### config.mk
export PLATFORM = sky130hd
export DESIGN_NAME = train_sequencer_flat
export DESIGN_NICKNAME = d
export VERILOG_FILES = /design/src/rtl/train_sequencer_if.sv /design/src/rtl/train_sequencer.sv /design/src/flat_wrapper.sv
export SDC_FILE = /design/constraint.sdc
export NUM_CORES = 1
export LEC_CHECK = 0
export ABC_AREA = 1
export BUFFER_PORTS_ARGS = -buffer_cell sky130_fd_sc_hd__buf_2
export CORE_MARGIN = 1.5
export CORE_UTILIZATION = 30
export DETAILED_ROUTE_END_ITERATION = 6
export GPL_TIMING_DRIVEN = 0
export HOLD_SLACK_MARGIN = 0.06
export PLACE_DENSITY_LB_ADDON = 0.3
export SKIP_CTS_REPAIR_TIMING = 1
export SYNTH_ARGS = -nofsm -noshare
export SYNTH_HDL_FRONTEND = slang
export SYNTH_SLANG_ARGS = --single-unit
### constraint.sdc
create_clock -name clk -period 7.9 [get_ports clk]
set_clock_uncertainty 0.15 [all_clocks]
set_input_delay 2.37 -clock clk [delete_from_list [all_inputs] [get_ports clk]]
set_output_delay 2.37 -clock clk [all_outputs]
set_load 0.02 [all_outputs]
### src/rtl/train_sequencer_if.sv
// train_sequencer_if: sample-memory and network bus; master drives mem_addr/net_i1/net_i2/net_target/net_step/net_update, slave returns mem_x1/mem_x2/mem_target/net_err
interface train_sequencer_if #(parameter int AW = 8);
  logic [AW-1:0] mem_addr;
  logic [31:0] mem_x1;
  logic [31:0] mem_x2;
  logic [31:0] mem_target;
  logic [31:0] net_i1;
  logic [31:0] net_i2;
  logic [31:0] net_target;
  logic [31:0] net_step;
  logic net_update;
  logic [31:0] net_err;
  modport master (
    output mem_addr, net_i1, net_i2, net_target, net_step, net_update,
    input mem_x1, mem_x2, mem_target, net_err
  );
  modport slave (
    input mem_addr, net_i1, net_i2, net_target, net_step, net_update,
    output mem_x1, mem_x2, mem_target, net_err
  );
endinterface

### src/rtl/train_sequencer.sv
// train_sequencer: 2-3-1 perceptron training controller; ports clk/reset(active-low sync), start/abort, run config (n_samples/max_epochs/err_thresh/step_in), bus (memory+network), status busy/done/converged/epoch_cnt/epoch_err
module train_sequencer #(
  parameter int FWD_LAT = 3,
  parameter int BP_LAT = 2,
  parameter int AW = 8
) (
  input logic clk,
  input logic reset,
  input logic start,
  input logic abort,
  input logic [AW:0] n_samples,
  input logic [15:0] max_epochs,
  input logic [31:0] err_thresh,
  input logic [31:0] step_in,
  train_sequencer_if.master bus,
  output logic busy,
  output logic done,
  output logic converged,
  output logic [15:0] epoch_cnt,
  output logic [31:0] epoch_err
);
  typedef enum logic [3:0] {IDLE, FETCH, LOAD, FWD, ERR, BACK, UPD, EPOCH, DONE} state_t;
  state_t state, nxt;
  logic [7:0] cnt;
  logic [AW-1:0] idx;
  logic [AW:0] n_lat;
  logic [15:0] max_lat;
  logic [31:0] thr_lat, step_lat, i1, i2, tgt;
  logic [31:0] abs_err, sum, sat;
  logic last, conv_hit, limit_hit;
  // |0x80000000| has no positive 32-bit form, so it clamps to the max
  assign abs_err = bus.net_err[31] ? ((bus.net_err == 32'h8000_0000) ? 32'h7fff_ffff : -bus.net_err) : bus.net_err;
  assign sum = epoch_err + abs_err;
  assign sat = sum[31] ? 32'h7fff_ffff : sum;
  assign last = {1'b0, idx} == n_lat - (AW+1)'(1);
  assign conv_hit = epoch_err < thr_lat;
  assign limit_hit = epoch_cnt + 16'd1 == max_lat;
  always_ff @(posedge clk)
    if (!reset) state <= IDLE;
    else state <= nxt;
  always_comb begin
    nxt = state;
    case (state)
      IDLE: nxt = start ? ((n_samples == '0 || max_epochs == '0) ? DONE : FETCH) : IDLE;
      FETCH: nxt = LOAD;
      LOAD: nxt = FWD;
      FWD: nxt = (cnt == 8'(FWD_LAT - 1)) ? ERR : FWD;
      ERR: nxt = BACK;
      BACK: nxt = (cnt == 8'(BP_LAT - 1)) ? UPD : BACK;
      UPD: nxt = last ? EPOCH : FETCH;
      EPOCH: nxt = (conv_hit || limit_hit) ? DONE : FETCH;
      default: nxt = IDLE;
    endcase
    if (abort) nxt = IDLE;
  end
  always_comb begin
    busy = state != IDLE;
    done = state == DONE && !abort;
    bus.net_update = state == UPD && !abort;
    bus.mem_addr = idx;
    bus.net_i1 = i1;
    bus.net_i2 = i2;
    bus.net_target = tgt;
    bus.net_step = step_lat;
  end
  always_ff @(posedge clk) begin
    if (!reset) begin
      cnt <= '0;
      idx <= '0;
      n_lat <= '0;
      max_lat <= '0;
      thr_lat <= '0;
      step_lat <= '0;
      i1 <= '0;
      i2 <= '0;
      tgt <= '0;
      epoch_cnt <= '0;
      epoch_err <= '0;
      converged <= 1'b0;
    end else begin
      cnt <= (nxt == state && (state == FWD || state == BACK)) ? cnt + 8'd1 : 8'd0;
      if (state == IDLE && start && !abort) begin
        n_lat <= n_samples;
        max_lat <= max_epochs;
        thr_lat <= err_thresh;
        step_lat <= step_in;
        idx <= '0;
        epoch_cnt <= '0;
        epoch_err <= '0;
        converged <= 1'b0;
      end
      if (!abort) begin
        if (state == LOAD) begin
          i1 <= bus.mem_x1;
          i2 <= bus.mem_x2;
          tgt <= bus.mem_target;
        end
        if (state == ERR) epoch_err <= sat;
        if (state == UPD && !last) idx <= idx + AW'(1);
        if (state == EPOCH) begin
          epoch_cnt <= epoch_cnt + 16'd1;
          converged <= conv_hit;
          if (!conv_hit && !limit_hit) begin
            epoch_err <= '0;
            idx <= '0;
          end
        end
      end
    end
  end
endmodule
### src/flat_wrapper.sv
// flat-port wrapper written by rule: the top's interface ports become plain ports
module train_sequencer_flat 
#(
  parameter int FWD_LAT = 3,
  parameter int BP_LAT = 2,
  parameter int AW = 8
)
  (clk, reset, start, abort, n_samples, max_epochs, err_thresh, step_in, busy, done, converged, epoch_cnt, epoch_err, bus_mem_addr, bus_net_i1, bus_net_i2, bus_net_target, bus_net_step, bus_net_update, bus_mem_x1, bus_mem_x2, bus_mem_target, bus_net_err);
  train_sequencer_if #(.AW(AW)) bus_i ();
  input logic clk;
  input logic reset;
  input logic start;
  input logic abort;
  input logic [AW:0] n_samples;
  input logic [15:0] max_epochs;
  input logic [31:0] err_thresh;
  input logic [31:0] step_in;
  output logic busy;
  output logic done;
  output logic converged;
  output logic [15:0] epoch_cnt;
  output logic [31:0] epoch_err;
  output wire logic [$bits(bus_i.mem_addr)-1:0] bus_mem_addr;
  output wire logic [$bits(bus_i.net_i1)-1:0] bus_net_i1;
  output wire logic [$bits(bus_i.net_i2)-1:0] bus_net_i2;
  output wire logic [$bits(bus_i.net_target)-1:0] bus_net_target;
  output wire logic [$bits(bus_i.net_step)-1:0] bus_net_step;
  output wire logic [$bits(bus_i.net_update)-1:0] bus_net_update;
  input wire logic [$bits(bus_i.mem_x1)-1:0] bus_mem_x1;
  input wire logic [$bits(bus_i.mem_x2)-1:0] bus_mem_x2;
  input wire logic [$bits(bus_i.mem_target)-1:0] bus_mem_target;
  input wire logic [$bits(bus_i.net_err)-1:0] bus_net_err;
  assign bus_mem_addr = bus_i.mem_addr;
  assign bus_net_i1 = bus_i.net_i1;
  assign bus_net_i2 = bus_i.net_i2;
  assign bus_net_target = bus_i.net_target;
  assign bus_net_step = bus_i.net_step;
  assign bus_net_update = bus_i.net_update;
  assign bus_i.mem_x1 = bus_mem_x1;
  assign bus_i.mem_x2 = bus_mem_x2;
  assign bus_i.mem_target = bus_mem_target;
  assign bus_i.net_err = bus_net_err;
  train_sequencer #(.FWD_LAT(FWD_LAT), .BP_LAT(BP_LAT), .AW(AW)) u_core (.clk(clk), .reset(reset), .start(start), .abort(abort), .n_samples(n_samples), .max_epochs(max_epochs), .err_thresh(err_thresh), .step_in(step_in), .bus(bus_i), .busy(busy), .done(done), .converged(converged), .epoch_cnt(epoch_cnt), .epoch_err(epoch_err));
endmodule
==> qor.csv, run 1 <==
stage;metric;value;unit
synth;sequential element share of the synthesized area;0.342;
timing;minimum clock period;6.58;ns
pwr;sw frac;0.276;
pwr;Peak VDD IR;0.000160;V
clocking;clock sink count;254;
setup_path;critical path required time;8.19;ns
routing;Post-Route WL;56700;um
pwr;Tot Pwr;3.20;mW
pwr;LEAKAGE;9.52;nW
routing;first drt pass iteration count;5;
setup_path;slowest cell on the critical path;nor3_4;
floorplanning;Die Span X;226;um
clocking;H-tree Lvls;1;
setup_path;CP Max Fanout;10;
floorplanning;core area;49000;um2
setup_path;Max stage delay on crit path;0.37;ns
final_layout;layout cell share with drive strength beyond 1;0.183;
outcome;outcome;complete, no violations;
clocking;clk root buf;clkbuf_16;
routing;antenna viol nets, final;0;
floorplanning;# IOs;409;
floorplanning;Starting Density;0.304;
routing;Initial DRC Count;1143;
global_route;first-pass GRT wire length;86400;um
synth;Synth Instances;2313;
pwr;Pint;2.32;mW
timing;Period Utilization, post-route;0.833;
setup_path;Crit Path Class;in2reg;
synth;Top FF cell, synth;dfxtp_1;
pwr;combinational power share;0.129;
clocking;clock latency on the worst-skew pair;0.59;ns
pwr;Switch Pwr;0.883;mW
timing;slew margin rel.;0.273;
timing;RSZ-0062 raised after global routing;false;
clocking;Longest Clk Path Bufs;3;
synth;Netlist Area Pre-Place;14900;um2
clocking;Clock Pin Slew Worst Setup and Hold Paths;0.06;ns
clocking;CTS Buf Count;31;
pwr;register share of total power;0.419;
synth;number of synthesis warnings;0;
global_route;vias in the first global route;15800;
place;Final GP Congestion;0.957;
synth;Post-synth EDFFs;0;
synth;Net Count, Synth;2605;
final_layout;Layout area overhead;26.3;%
timing;Slew Limit Fails;0;
place;HPWL after detailed placement;46000;um
setup_path;CP arrival;6.88;ns
timing;setup total negative slack;0;ns
routing;drt drc;0;
timing;Final Setup Violations;0;
setup_path;most used cell, CP;nand2_1;
clocking;TritonCTS clock tree;built;
setup_path;CP Capture Type;flop;
floorplanning;row cnt;81;
pwr;Clock power frac;0.452;
timing;Worst-Margin Slew;1.08;ns
routing;via count;16608;
routing;post-DR vias/cell;4.82;
floorplanning;Die Area;50900;um2
global_route;gr ovfl total;0;
global_route;largest net degree at the start of global routing;17;
place;port bufs;407;
global_route;Total Routing Usage GR;0.215;
job;Max-Cap Viols;0;
timing;Fin. Hold Viols;0;
worst_hold_path;worst min path class;reg2reg;
floorplanning;die height;226;um
pwr;cell area power density;171;nW/um2
synth;Seq cells post-synth;254;
synth;share of synthesized flip-flops with an asynchronous set or reset;0;
global_route;antenna violations before repair;2;
routing;wire per inst;16.5;um
synth;post-synth cell types;45;
setup_path;critical path startpoint category;input pin;
timing;Fmax achieved;152;MHz
synth;Mean Syn Cell Area;6.43;um2
final_layout;Nets;3045;
==> cells in the final DEF (no fill, tap or decap), drive strengths merged, types with 3 or more instances in the layout <==
cell / instances
nand3: 152
nor3: 24
a22oi: 4
a31oi: 3
dfxtp: 254
buf: 423
xor2: 25
nand4: 55
o21ai: 229
or2: 9
inv: 245
clkbuf: 128
a21o: 3
clkinv: 14
nand2: 512
o21bai: 4
nor4: 3
nor2: 421
ha: 70
nand3b: 10
xnor2: 26
a211oi: 3
a21oi: 142
==> area by class of cell <==
type	count	area, um2
well taps	664	831
clock buffers	43	891
plain buffers	101	434
inverters	248	931
repair buffers	407	2040
diodes	1	2.50
fillers	5276	30200
clock inverters	15	149
flip-flops and latches	254	5080
multi-input cells	1710	8410
==> path summary, 6_finish.rpt <==
kind,slack [ns],from,end,cells past startpoint
min reg2reg,0.31,u_core.thr_lat[0]$_SDFFE_PN0P_,u_core.thr_lat[0]$_SDFFE_PN0P_,2
max,1.32,bus_net_err[0],u_core.epoch_err[26]$_SDFF_PN0_,30
max reg2reg,4.84,u_core.state[1]$_SDFF_PN0_,u_core.bus.net_target[17]$_SDFFE_PN0P_,9
min,0.31,u_core.thr_lat[0]$_SDFFE_PN0P_,u_core.thr_lat[0]$_SDFFE_PN0P_,2
==> through the flow <==
step | cells | hold WS, ns | util | worst slack [ns] | cell area [um2]
finish | 3443 | 0.310 | 0.383 | 1.32 | 18800
CTS | 3442 | 0.312 | 0.383 | 1.46 | 18800
global placement | 3384 | 0.293 | 0.362 | 0.934 | 17700
floorplan | 2313 | 0.274 | - | 2.16 | 14900
detailed placement | 3384 | 0.303 | 0.362 | 0.863 | 17700
global route | 3443 | 0.331 | 0.383 | 0.873 | 18800
==> synth_stat cells, drive strengths merged (9+ instances only) <==
library cell / instances / share of area
xnor2: 26 / 0.015
nor3: 24 / 0.010
a21oi: 142 / 0.048
dfxtp: 254 / 0.34
buf: 16 / 0.0077
xor2: 25 / 0.015
nand3: 152 / 0.052
o21ai: 229 / 0.077
ha: 70 / 0.059
nand2: 512 / 0.13
nand3b: 10 / 0.0051
inv: 244 / 0.062
or2: 9 / 0.0038
nand4: 55 / 0.024
clkbuf: 85 / 0.021
nor2: 421 / 0.11
==> sequential cells by signal, summed over array words and instances (netlist names) <==
signal and count:
u_core.converged 1, u_core.cnt 8, u_core.bus.net_step 32, u_core.epoch_err 32, u_core.state 4, u_core.max_lat 16
u_core.n_lat 9, u_core.bus.net_target 32, u_core.bus.net_i2 32, u_core.epoch_cnt 16, u_core.bus.net_i1 32, u_core.bus.mem_addr 8
u_core.thr_lat 32
==> per-layer routing <==
| metal | vias up | global-route usage | share of wire |
|---|---|---|---|
| met5 | - | 0 | 0.00018 |
| met2 | 556 | 0.370 | 0.47 |
| met1 | 7615 | 0.268 | 0.43 |
| met3 | 78 | 0.0472 | 0.075 |
| met4 | 2 | 0.0615 | 0.027 |
| li1 | 8357 | - | - |
==> critical path, delay by kind of cell <==
kind	cells	cell delay, ns
fa+ha+maj	2	0.45
simple gates	19	2.96
compound gates	1	0.06
buf+inv	8	1.01
==> power by group through the flow <==
stage          registers [mW]  clock network, mW  logic, mW
6_report                 1.34               1.45      0.414
5_1_grt                  1.35               1.54      0.462
4_1_cts                  1.34               1.48      0.414
3_5_place_dp             1.37                  0      0.412
3_3_place_gp             1.37                  0      0.407
2_1_floorplan            1.39                  0      0.215
==> kinds of logic after synthesis <==
logic type,synth area share
AND/OR/NAND/NOR,0.335
AO/OA/AOI/OAI,0.138
buffers and inverters,0.0919
flip-flops,0.342
adder cells (fa/ha/maj),0.0603
XOR/XNOR,0.0331
(Power assumes the default switching activity.)
==> inputs of run 2 (changes only) <==
- ABC_AREA: 1 -> 0
- clock period: 7.9 -> 6.57 ns (I/O delays scaled with it)
==> run 2 against run 1 <==
- sequential share of layout area is 1.2 points higher
- critical endpoint is now u_core.epoch_err[7]$_SDFF_PN0_
- clock power is 30% higher
- sequential cell count stayed put
==> qor.csv, run 2 <==
stage;metric;value;unit
clocking;CTS Buf Count;31;
final_layout;final core utilization;0.394;
timing;Fin. Hold Viols;0;
setup_path;most used cell, CP;o21ai_0;
routing;first drt pass iteration count;7;
clocking;H-tree Lvls;1;
clocking;clock latency on the worst-skew pair;0.59;ns
synth;Top FF cell, synth;dfxtp_1;
final_layout;Final Non-Filler Cells;2882;
worst_hold_path;Min-Delay Path Depth;2;
timing;slew margin rel.;0.327;
floorplanning;# IOs;409;
clocking;Clock Pin Slew Worst Setup and Hold Paths;0.06;ns
floorplanning;Die Span X;219;um
synth;most frequent cell after synthesis;nand2_1;
synth;sequential element share of the synthesized area;0.365;
synth;number of synthesis warnings;0;
synth;largest area contributor in the netlist;dfxtp_1;
clocking;TritonCTS clock tree;built;
synth;Netlist Area Pre-Place;13900;um2
setup_path;FF-to-FF path depth;15;
global_route;gr ovfl total;0;
floorplanning;Starting Density;0.306;
setup_path;CP arrival;6.65;ns
timing;minimum clock period;6.35;ns
setup_path;critical path startpoint category;input pin;
final_layout;Nets;2551;
clocking;clk root buf;clkbuf_16;
floorplanning;die height;219;um
clocking;Longest Clk Path Bufs;3;
setup_path;reg2reg end;u_core.bus.mem_addr[1]$_SDFF_PN0_;
synth;Seq cells post-synth;254;
synth;Post-synth top cells;504 x nand2_1, 254 x dfxtp_1, 190 x a21boi_0, 97 x clkbuf_1, 82 x o21ai_0;
setup_path;critical path required time;6.87;ns
global_route;antenna violations before repair;3;
final_layout;Layout area overhead;28.8;%
routing;Initial DRC Count;693;
setup_path;r2r startpoint;u_core.epoch_cnt[0]$_SDFF_PN0_;
timing;Slew Limit Fails;0;
synth;Net Count, Synth;2109;
place;port bufs;406;
setup_path;Buf/Inv on CP;4;
synth;Synth Instances;1817;
floorplanning;Die Area;47800;um2
setup_path;slowest cell on the critical path;or4_4;
final_layout;most common cell after layout, fill and taps aside;nand2_1;
synth;Mean Syn Cell Area;7.67;um2
global_route;first-pass GRT wire length;76400;um
routing;post-DR vias/cell;4.95;
synth;share of synthesized flip-flops with an asynchronous set or reset;0;
place;dpl cells;2824;
global_route;vias in the first global route;14154;
synth;post-synth cell types;72;
job;Max-Cap Viols;0;
timing;Period Utilization, post-route;0.967;
timing;Final Setup Violations;0;
routing;via count;14268;
floorplanning;core area;45600;um2
worst_hold_path;Hold Path Origin;u_core.bus.net_step[17]$_SDFFE_PN0P_;
final_layout;layout cell share with drive strength beyond 1;0.220;
floorplanning;row cnt;78;
timing;Fmax achieved;157;MHz
setup_path;CP Max Fanout;10;
place;HPWL after detailed placement;40100;um
outcome;outcome;complete, no violations;
setup_path;cells along the critical path;buf_2 -> or4_4 -> nor3_2 -> and4b_1 -> nand3b_1 -> or2_4 -> clkbuf_2 -> nand2_1 -> ha_1 -> o21ai_0 -> o21ai_0 -> a31oi_1 -> a211oi_2 -> a21o_1 -> a2111oi_4 -> nor3_4 -> buf_12 -> buf_6 -> nor2_1 -> o21ai_1 -> nand2_1 -> o21ai_0;
place;Final GP Congestion;0.881;
final_layout;Layout fillers;4760;
synth;Post-synth EDFFs;0;
routing;Post-Route WL;49600;um
final_layout;commonest non-fill, non-tap cells in the layout;504 x nand2_1, 408 x buf_2, 254 x dfxtp_1;
clocking;clock sink count;254;
pwr;cell area power density;218;nW/um2
setup_path;CP delay by family, top;simple AND/OR/NAND/NOR gates;
routing;antenna viol nets, final;0;
setup_path;CP Capture Type;flop;
setup_path;reg-to-reg slack, setup;1.88;ns
global_route;largest net degree at the start of global routing;17;
global_route;Total Routing Usage GR;0.202;
pwr;LEAKAGE;7.66;nW
synth;top cell type's share of synthesized area;0.365;
worst_hold_path;Endpoint, Worst Hold;u_core.bus.net_step[17]$_SDFFE_PN0P_;
setup_path;Max stage delay on crit path;0.58;ns
routing;wire per inst;17.2;um
routing;drt drc;0;
synth;ranking of synthesized cells by area;dfxtp_1 36%, nand2_1 14%, a21boi_0 10%, ha_1 6.3%, o21ai_0 2.9%;
pwr;Peak VDD IR;0.000239;V
setup_path;Crit Path Class;in2reg;
timing;Worst-Margin Slew;1.01;ns
worst_hold_path;worst min path class;reg2reg;
==> run 2: cell types whose count changed after synthesis, moves of 33 or more <==
cell / change
nand3_1: -116
inv_1: -183
nor2_1: -340
a21oi_1: -72
a21boi_0: +190
o21ai_0: -142
nand4_1: -33
==> run 2: area by class of cell <==
cell class | instances | area [um2] | share of cell area
Antenna cell | 1 | 2.50 | 0.000139
Buffer | 103 | 405 | 0.0226
Clock buffer | 46 | 942 | 0.0525
Clock inverter | 9 | 189 | 0.0105
Inverter | 53 | 199 | 0.0111
Multi-Input combinational cell | 1406 | 8310 | 0.463
Sequential cell | 254 | 5080 | 0.283
Tap cell | 600 | 751 | 0.0418
Timing Repair Buffer | 410 | 2070 | 0.116
==> run 2: logic make-up after synthesis <==
logic type	share of synthesized area
buffers and inverters	0.0435
adders and majority gates	0.0643
DFF	0.365
muxes	0.000718
and+or+nand+nor	0.240
xor gates and xnor gates	0.0547
AOI/OAI and AO/OA	0.232
==> run 2: where the power goes <==
group          leakage [nW]  total, mW  internal (mW)  switching [mW]
sequential             2.06       1.59           1.57          0.0206
combinational          5.05      0.430          0.176           0.254
clock                 0.558       1.89           1.18           0.704
total                  7.66       3.91           2.93           0.978
==> run 2: worst min-delay path, stage by stage, from the launching register on <==
cell      delay, ns
dfxtp_1        0.30
nand2_1        0.04
a21boi_0       0.06
==> run 2: per-layer routing <==
metal,up-vias,track usage,wire length [um]
met2,426,0.359,24300
li1,7108,-,-
met3,97,0.0500,3350
met1,6635,0.236,20300
met5,-,0,15
met4,2,0.0634,1640
==> run 2: how the worst max path moves through the flow <==
stage | startpoint | depth (start not counted) | slack [ns] | end
floorplan | bus_net_err[6] | 19 | 0.01 | u_core.epoch_err[26]$_SDFF_PN0_
global placement | bus_net_err[6] | 22 | -0.94 | u_core.epoch_err[13]$_SDFF_PN0_
detailed placement | bus_net_err[6] | 22 | -1.04 | u_core.epoch_err[7]$_SDFF_PN0_
CTS | bus_net_err[6] | 22 | -0.43 | u_core.epoch_err[7]$_SDFF_PN0_
global route | bus_net_err[6] | 22 | -0.03 | u_core.epoch_err[7]$_SDFF_PN0_
finish | bus_net_err[6] | 22 | 0.22 | u_core.epoch_err[7]$_SDFF_PN0_
==> run 2: through the flow <==
step | setup TNS (ns) | worst slack [ns] | instance area (um2) | hold slack (ns) | total power, mW
floorplan | 0 | 0.0104 | 13900 | 0.291 | 1.88
global placement | -27.15 | -0.939 | 16700 | 0.298 | 2.05
detailed placement | -29.56 | -1.04 | 16700 | 0.304 | 2.06
CTS | -10.72 | -0.428 | 17900 | 0.313 | 3.95
global route | -0.126 | -0.0336 | 18000 | 0.331 | 4.06
finish | 0 | 0.217 | 18000 | 0.311 | 3.91
